--- src/rtl/esp32_spi_btn_slave_if.sv ---
// ESP32 SPI pin bundle between the ESP32 (master) and the button slave.
// The slave drives MISO and its output enable; the top level owns the tristate.
`timescale 1ns/1ps

interface esp32_spi_btn_slave_if;
    logic spi_csn;
    logic spi_clk;
    logic spi_mosi;
    logic spi_miso;
    logic spi_miso_oe;

    modport master (
        output spi_csn,
        output spi_clk,
        output spi_mosi,
        input  spi_miso,
        input  spi_miso_oe
    );

    modport slave (
        input  spi_csn,
        input  spi_clk,
        input  spi_mosi,
        output spi_miso,
        output spi_miso_oe
    );
endinterface

--- src/rtl/esp32_spi_btn_slave.sv ---
// Oversampled SPI mode-0 slave: shifts button state out on MISO and strobes each received byte.
// Optional button debounce is enabled with the ESP32_SPI_BTN_DEBOUNCE_EN macro.
`timescale 1ns/1ps

module esp32_spi_btn_slave #(
    parameter int C_btn_width     = 7,
    parameter int C_debounce_bits = 16
) (
    input  logic                   clk_25mhz,
    input  logic                   rstn,
    esp32_spi_btn_slave_if.slave   spi,
    input  logic [C_btn_width-1:0] btn,
    output logic [7:0]             rx_data,
    output logic                   rx_valid,
    output logic                   rx_first,
    output logic                   frame_err,
    output logic [C_btn_width-1:0] btn_state
);

    if (C_btn_width < 1 || C_btn_width > 8 || C_debounce_bits < 1) begin : g_param_check
        $error("esp32_spi_btn_slave: C_btn_width must be 1..8 and C_debounce_bits >= 1");
    end

    typedef enum logic {
        ST_IDLE,
        ST_ACTIVE
    } state_e;

    // ------------------------------------------------------------------
    // Button conditioning
    // ------------------------------------------------------------------
    logic [C_btn_width-1:0] btn_s1_q;
    logic [C_btn_width-1:0] btn_s2_q;
    logic [C_btn_width-1:0] btn_state_w;

    always_ff @(posedge clk_25mhz or negedge rstn) begin
        if (!rstn) begin
            btn_s1_q <= '0;
            btn_s2_q <= '0;
        end else begin
            // NOTE: sequential state uses non-blocking assignments so every flop samples pre-edge values.
            btn_s1_q <= btn;
            btn_s2_q <= btn_s1_q;
        end
    end

`ifdef ESP32_SPI_BTN_DEBOUNCE_EN
    localparam logic [C_debounce_bits-1:0] DB_MAX = '1;

    logic [C_debounce_bits-1:0] db_cnt_q [C_btn_width];
    logic [C_debounce_bits-1:0] db_cnt_d [C_btn_width];
    logic [C_btn_width-1:0]     db_state_q;
    logic [C_btn_width-1:0]     db_state_d;

    // A bit only flips after its synced input has disagreed with it for a full window.
    always_comb begin
        db_state_d = db_state_q;
        for (int i = 0; i < C_btn_width; i++) begin
            db_cnt_d[i] = '0;
            if (btn_s2_q[i] != db_state_q[i]) begin
                if (db_cnt_q[i] == DB_MAX) begin
                    db_state_d[i] = btn_s2_q[i];
                end else begin
                    db_cnt_d[i] = db_cnt_q[i] + C_debounce_bits'(1);
                end
            end
        end
    end

    always_ff @(posedge clk_25mhz or negedge rstn) begin
        if (!rstn) begin
            db_state_q <= '0;
            // NOTE: the counter array is small and must start from zero, so it is reset element by element.
            for (int i = 0; i < C_btn_width; i++) begin
                db_cnt_q[i] <= '0;
            end
        end else begin
            db_state_q <= db_state_d;
            for (int i = 0; i < C_btn_width; i++) begin
                db_cnt_q[i] <= db_cnt_d[i];
            end
        end
    end

    assign btn_state_w = db_state_q;
`else
    assign btn_state_w = btn_s2_q;
`endif

    assign btn_state = btn_state_w;

    // ------------------------------------------------------------------
    // SPI pin synchronisers and edge detection
    // ------------------------------------------------------------------
    logic [2:0] csn_sync_q,  csn_sync_d;
    logic [2:0] sclk_sync_q, sclk_sync_d;
    logic [1:0] mosi_sync_q, mosi_sync_d;
    logic       csn_fall, csn_rise, sclk_rise, sclk_fall, mosi_bit;

    assign csn_fall  = ~csn_sync_q[1] &  csn_sync_q[2];
    assign csn_rise  =  csn_sync_q[1] & ~csn_sync_q[2];
    assign sclk_rise =  sclk_sync_q[1] & ~sclk_sync_q[2];
    assign sclk_fall = ~sclk_sync_q[1] &  sclk_sync_q[2];
    assign mosi_bit  =  mosi_sync_q[1];

    // ------------------------------------------------------------------
    // Frame state machine
    // ------------------------------------------------------------------
    state_e     state_q,    state_d;
    logic [2:0] bit_cnt_q,  bit_cnt_d;
    logic [7:0] tx_sr_q,    tx_sr_d;
    logic [7:0] rx_sr_q,    rx_sr_d;
    logic       first_q,    first_d;
    logic       rx_done_q,  rx_done_d;
    logic       done_first_q, done_first_d;
    logic [7:0] rx_data_q,  rx_data_d;
    logic       rx_valid_q, rx_valid_d;
    logic       rx_first_q, rx_first_d;
    logic       frame_err_q, frame_err_d;
    logic       miso_q,     miso_d;
    logic       miso_oe_q,  miso_oe_d;
    logic [7:0] tx_byte;

    always_comb begin
        // NOTE: every combinational output gets a default first so no path infers a latch.
        tx_byte = '0;
        tx_byte[C_btn_width-1:0] = btn_state_w;

        csn_sync_d   = {csn_sync_q[1:0],  spi.spi_csn};
        sclk_sync_d  = {sclk_sync_q[1:0], spi.spi_clk};
        mosi_sync_d  = {mosi_sync_q[0],   spi.spi_mosi};

        state_d      = state_q;
        bit_cnt_d    = bit_cnt_q;
        tx_sr_d      = tx_sr_q;
        rx_sr_d      = rx_sr_q;
        first_d      = first_q;
        rx_done_d    = 1'b0;
        done_first_d = done_first_q;
        frame_err_d  = 1'b0;
        miso_d       = 1'b0;
        miso_oe_d    = 1'b0;

        // Completed byte is presented one cycle after the shift register fills.
        rx_valid_d   = rx_done_q;
        rx_first_d   = rx_done_q & done_first_q;
        rx_data_d    = rx_done_q ? rx_sr_q : rx_data_q;

        case (state_q)
            ST_IDLE: begin
                bit_cnt_d = '0;
                if (csn_fall) begin
                    state_d   = ST_ACTIVE;
                    tx_sr_d   = tx_byte;
                    first_d   = 1'b1;
                    miso_oe_d = 1'b1;
                    miso_d    = tx_byte[7];
                end
            end
            ST_ACTIVE: begin
                miso_oe_d = 1'b1;
                miso_d    = tx_sr_q[7];
                if (csn_rise) begin
                    state_d     = ST_IDLE;
                    bit_cnt_d   = '0;
                    first_d     = 1'b0;
                    frame_err_d = (bit_cnt_q != 3'd0);
                    miso_oe_d   = 1'b0;
                    miso_d      = 1'b0;
                end else if (sclk_rise) begin
                    rx_sr_d   = {rx_sr_q[6:0], mosi_bit};
                    bit_cnt_d = bit_cnt_q + 3'd1;
                    if (bit_cnt_q == 3'd7) begin
                        rx_done_d    = 1'b1;
                        done_first_d = first_q;
                        first_d      = 1'b0;
                    end
                end else if (sclk_fall) begin
                    // Byte boundary reloads live button state so every byte is fresh.
                    tx_sr_d = (bit_cnt_q == 3'd0) ? tx_byte : {tx_sr_q[6:0], 1'b0};
                end
            end
            default: state_d = ST_IDLE;
        endcase
    end

    always_ff @(posedge clk_25mhz or negedge rstn) begin
        if (!rstn) begin
            csn_sync_q   <= 3'b111;
            sclk_sync_q  <= '0;
            mosi_sync_q  <= '0;
            state_q      <= ST_IDLE;
            bit_cnt_q    <= '0;
            tx_sr_q      <= '0;
            rx_sr_q      <= '0;
            first_q      <= 1'b0;
            rx_done_q    <= 1'b0;
            done_first_q <= 1'b0;
            rx_data_q    <= '0;
            rx_valid_q   <= 1'b0;
            rx_first_q   <= 1'b0;
            frame_err_q  <= 1'b0;
            miso_q       <= 1'b0;
            miso_oe_q    <= 1'b0;
        end else begin
            csn_sync_q   <= csn_sync_d;
            sclk_sync_q  <= sclk_sync_d;
            mosi_sync_q  <= mosi_sync_d;
            state_q      <= state_d;
            bit_cnt_q    <= bit_cnt_d;
            tx_sr_q      <= tx_sr_d;
            rx_sr_q      <= rx_sr_d;
            first_q      <= first_d;
            rx_done_q    <= rx_done_d;
            done_first_q <= done_first_d;
            rx_data_q    <= rx_data_d;
            rx_valid_q   <= rx_valid_d;
            rx_first_q   <= rx_first_d;
            frame_err_q  <= frame_err_d;
            miso_q       <= miso_d;
            miso_oe_q    <= miso_oe_d;
        end
    end

    assign spi.spi_miso    = miso_q;
    assign spi.spi_miso_oe = miso_oe_q;
    assign rx_data         = rx_data_q;
    assign rx_valid        = rx_valid_q;
    assign rx_first        = rx_first_q;
    assign frame_err       = frame_err_q;

endmodule

--- src/flat_wrapper.sv ---
// flat-port wrapper written by rule: the top's interface ports become plain ports
module esp32_spi_btn_slave_flat 
#(
    parameter int C_btn_width     = 7,
    parameter int C_debounce_bits = 16
)
  (clk_25mhz, rstn, btn, rx_data, rx_valid, rx_first, frame_err, btn_state, spi_spi_csn, spi_spi_clk, spi_spi_mosi, spi_spi_miso, spi_spi_miso_oe);
  esp32_spi_btn_slave_if spi_i ();
  input  logic clk_25mhz;
  input  logic rstn;
  input  logic [C_btn_width-1:0] btn;
  output logic [7:0] rx_data;
  output logic rx_valid;
  output logic rx_first;
  output logic frame_err;
  output logic [C_btn_width-1:0] btn_state;
  input wire logic [$bits(spi_i.spi_csn)-1:0] spi_spi_csn;
  input wire logic [$bits(spi_i.spi_clk)-1:0] spi_spi_clk;
  input wire logic [$bits(spi_i.spi_mosi)-1:0] spi_spi_mosi;
  output wire logic [$bits(spi_i.spi_miso)-1:0] spi_spi_miso;
  output wire logic [$bits(spi_i.spi_miso_oe)-1:0] spi_spi_miso_oe;
  assign spi_i.spi_csn = spi_spi_csn;
  assign spi_i.spi_clk = spi_spi_clk;
  assign spi_i.spi_mosi = spi_spi_mosi;
  assign spi_spi_miso = spi_i.spi_miso;
  assign spi_spi_miso_oe = spi_i.spi_miso_oe;
  esp32_spi_btn_slave #(.C_btn_width(C_btn_width), .C_debounce_bits(C_debounce_bits)) u_core (.clk_25mhz(clk_25mhz), .rstn(rstn), .spi(spi_i), .btn(btn), .rx_data(rx_data), .rx_valid(rx_valid), .rx_first(rx_first), .frame_err(frame_err), .btn_state(btn_state));
endmodule
--- config.mk ---
export PLATFORM = sky130hd
export DESIGN_NAME = esp32_spi_btn_slave_flat
export DESIGN_NICKNAME = d
export VERILOG_FILES = /design/src/rtl/esp32_spi_btn_slave_if.sv /design/src/rtl/esp32_spi_btn_slave.sv /design/src/flat_wrapper.sv
export SDC_FILE = /design/constraint.sdc
export NUM_CORES = 1
export LEC_CHECK = 0
export BUFFER_PORTS_ARGS = -buffer_cell sky130_fd_sc_hd__buf_2
export CAP_MARGIN = 20
export CORE_UTILIZATION = 52
export CTS_BUF_LIST = sky130_fd_sc_hd__clkbuf_2 sky130_fd_sc_hd__clkbuf_4 sky130_fd_sc_hd__clkbuf_8
export CTS_CLUSTER_SIZE = 40
export DETAILED_ROUTE_END_ITERATION = 8
export GPL_ROUTABILITY_DRIVEN = 1
export GPL_TIMING_DRIVEN = 0
export PLACE_DENSITY = 0.77
export SLEW_MARGIN = 20
export SYNTH_ARGS = -nofsm -noshare
export SYNTH_HDL_FRONTEND = slang
export SYNTH_SLANG_ARGS = --single-unit
--- constraint.sdc ---
create_clock -name clk_25mhz -period 1.5 [get_ports clk_25mhz]
set_input_delay 0 -clock clk_25mhz [delete_from_list [all_inputs] [get_ports clk_25mhz]]
set_output_delay 0 -clock clk_25mhz [all_outputs]
set_load 0.02 [all_outputs]
==> insert_results.sql <==
INSERT INTO impl_metrics (metric_group, metric, value, unit) VALUES
('clock_tree', 'worst_setup_hold_path_clk_slew', '0.06', 'ns'),
('yosys', 'top_cell_type_s_share_of_synthesized_area', '0.647', ''),
('timing', 'postLayoutSetupSlackWorst', '0.0435', 'ns'),
('yosys', 'synth_enable_flop_cells', '0', ''),
('yosys', 'post_synth_main_area_contributors', 'dfrtp_1 65%, mux2_2 9.2%, dfstp_2 3.8%', ''),
('layout', 'drive_gt1_frac', '0.398', ''),
('route', 'total_number_of_vias', '1284', ''),
('route', 'drtIter0Drc', '82', ''),
('timing', 'rsz0062_at_grt', 'true', ''),
('yosys', 'post-synth-top-area-cell', 'dfrtp_1', ''),
('critical_path', 'critical-path-slowest-cell', 'dfstp_2', ''),
('global_route', 'grt_first_pass_wirelength', '5950', 'um'),
('place', 'port-buffer-count', '31', ''),
('yosys', 'synth.cell_area', '2090', 'sq um'),
('clock_tree', 'clock_tree_from_tritoncts', 'built', ''),
('place', 'globalplace.congestion', '0.796', ''),
('pwr', 'p_leak', '1.28', 'nW'),
('yosys', 'yosysUniqueCellTypes', '30', ''),
('pwr', 'post-layout-total-power', '0.00343', 'W'),
('yosys', 'syn_area_per_cell', '14.7', 'sq um'),
('yosys', 'synthMostInstantiatedCell', 'dfrtp_1', ''),
('critical_path', 'kind_of_critical_path', 'reg2reg', ''),
('layout', 'final-seq-area', '1430', 'sq um'),
('layout', 'insertedDiodeCount', '0', ''),
('pwr', 'power_density', '1310', 'nW/um^2'),
('layout', 'finish.utilization', '0.698', ''),
('run', 'cap_violations', '0', ''),
('global_route', 'grt_antenna_before_repair', '0', ''),
('critical_path', 'critical_path.cell_chain', 'nand2b_2 > a31o_1 > buf_6 > mux2_4', ''),
('timing', 'worst-slew-pin-transition', '0.674', 'ns'),
('floorplan', 'core_area', '3740', 'sq um'),
('layout', 'nFillCells', '278', ''),
('timing', 'max_freq', '687', 'MHz'),
('yosys', 'ys_top_cells_by_count', '54 x dfrtp_1, 17 x mux2_2, 9 x o21ai_0, 7 x inv_1', ''),
('place', 'cell_count_post_placement', '221', ''),
('layout', 'area_growth_syn_to_layout', '25.0', '%'),
('floorplan', 'fp.dieArea', '4280', 'sq um'),
('critical_path', 'critPathMaxFanout', '8', ''),
('global_route', 'grt_overflow', '0', ''),
('place', 'setup_slack_after_placement', '-0.120', 'ns'),
('timing', 'timing.slew.headroom', '0.551', ''),
('worst_hold_path', 'hold_class', 'in2async', ''),
('timing', 'setup_total_negative_slack', '0', 'ns'),
('critical_path', 'timing.critical_path.slowest_cell_delay', '0.59', 'ns'),
('global_route', 'grt_start_max_net_pins', '58', ''),
('yosys', 'synth.net_count', '157', ''),
('timing', 'layout_min_cycle_time', '1.46', 'ns'),
('route', 'detail_route.drc_violations', '0', ''),
('route', 'drt-pass1-iter-count', '5', ''),
('timing', 'timing.final.max_slew_violations', '0', ''),
('clock_tree', 'insertion_delay', '0.33', 'ns'),
('clock_tree', 'clock_tree.buffer_depth', '2', ''),
('yosys', 'synth-async-reset-ratio', '1.00', ''),
('clock_tree', 'tritoncts_sink_count', '57', ''),
('floorplan', 'floorplan.initialDensity', '0.558', ''),
('global_route', 'grt_use_total', '0.194', ''),
('critical_path', 'cp.arrival', '1.67', 'ns'),
('floorplan', 'dieWidth', '65.4', 'um'),
('pwr', 'vdd_ir_drop_max', '0.000764', 'V'),
('yosys', 'ys_dominant_reg_cell', 'dfrtp_1', ''),
('yosys', 'ys_warn_count', '0', ''),
('yosys', 'seq_area_frac_synth', '0.684', ''),
('clock_tree', 'tritoncts.num_buffers', '9', ''),
('route', 'sum_of_routed_wire_length_over_all_layers', '3340', 'um'),
('status', 'outcome', 'finished, final reports clean', ''),
('floorplan', 'fp-row-count', '22', ''),
('timing', 'setup_viol_count_final', '0', ''),
('route', 'avgRoutedWirePerCell', '13.4', 'um'),
('floorplan', 'die_h', '65.4', 'um'),
('critical_path', 'critPathLaunchType', 'register', ''),
('yosys', 'syn-instance-count', '142', '');
## per-layer routing
metal	vias up	GRT usage	wire length, um
met3	8	0.0903	169
met5	-	0	0
li1	608	-	-
met2	39	0.300	1600
met4	0	0.0842	63
met1	629	0.233	1500
## sequential cells by signal, summed over array words and instances (netlist names), 2 cells and up
register,count
u_core.rx_data,8
u_core.btn_s1_q,7
u_core.csn_sync_q,3
u_core.rx_sr_q,8
u_core.bit_cnt_q,3
u_core.sclk_sync_q,3
u_core.tx_sr_q,8
u_core.btn_state,7
u_core.mosi_sync_q,2
## worst max-delay path: cells and delay by family, from the launching register on
| family | cells | cell delay, ns |
|---|---|---|
| compound gates | 1 | 0.23 |
| simple gates | 1 | 0.10 |
| flops | 1 | 0.59 |
| mux | 1 | 0.29 |
| buf+inv | 1 | 0.14 |
## logic make-up after synthesis
group,count (synthesis),share of synthesized area
xor+xnor,1,0.00419
compound gates,23,0.0713
buf+inv,14,0.0329
fa+ha+maj,3,0.0180
simple gates,23,0.0761
flops,57,0.684
mux,21,0.113
## stage by stage
step	area [sq um]	hold slack, ns
after CTS	2600	0.282
after floorplan	2090	-0.296
final	2610	0.258
after detailed placement	2310	0.0892
after global routing	2610	0.298
after global placement	2310	0.106
## placed cells by master, fill, tap and decap left out, types with 5 or more instances in the layout
master          n
dlygate4sd3_1  11
nand3b_1        6
a311oi_1        6
clkbuf_8       10
mux2_2         17
clkinv_2        5
o21ai_0         9
buf_2          31
dfrtp_1        53
a31oi_1         6
inv_1           7
## worst paths after layout
check,startpoint,endpoint,slack [ns],cells after the start
worst max register to register,u_core.csn_sync_q[1]$_DFF_PN1_,u_core.tx_sr_q[7]$_DFFE_PN0P_,0.04,4
worst max-delay path,u_core.csn_sync_q[1]$_DFF_PN1_,u_core.tx_sr_q[7]$_DFFE_PN0P_,0.04,4
min in group clk_25mhz,spi_spi_clk,u_core.sclk_sync_q[0]$_DFF_PN0_,0.31,2
worst min-delay path,rstn,u_core.rx_data[7]$_DFFE_PN0P_,0.26,2
worst min register to register,u_core.btn_s1_q[3]$_DFF_PN0_,u_core.btn_state[3]$_DFF_PN0_,0.35,0
max in group asynchronous,rstn,u_core.state_q$_DFF_PN0_,0.77,2
## report_power, final
part	switching, W	internal (W)
registers	0.000111	0.00173
logic	0.000195	0.000208
clock network	0.000560	0.000630
## final cells by class
cell class | instances | share of cell area
Buffer | 7 | 0.0182
Clock buffer | 10 | 0.0527
Inverter | 7 | 0.0101
Tap cell | 48 | 0.0230
Clock inverter | 6 | 0.0129
Multi-Input combinational cell | 71 | 0.230
Timing Repair Buffer | 43 | 0.105
Sequential cell | 57 | 0.548
## repair_timing
| action | CTS | global route |
|---|---|---|
| resized for setup | 3 | 5 |
| endpoints found under the setup margin | 8 | 16 |
| setup buffers | 1 | 0 |
| hold buffers | 11 | 0 |
| cloned | 0 | 0 |
| hold endpoints to repair | 64 | 0 |
(Power assumes the default switching activity.)
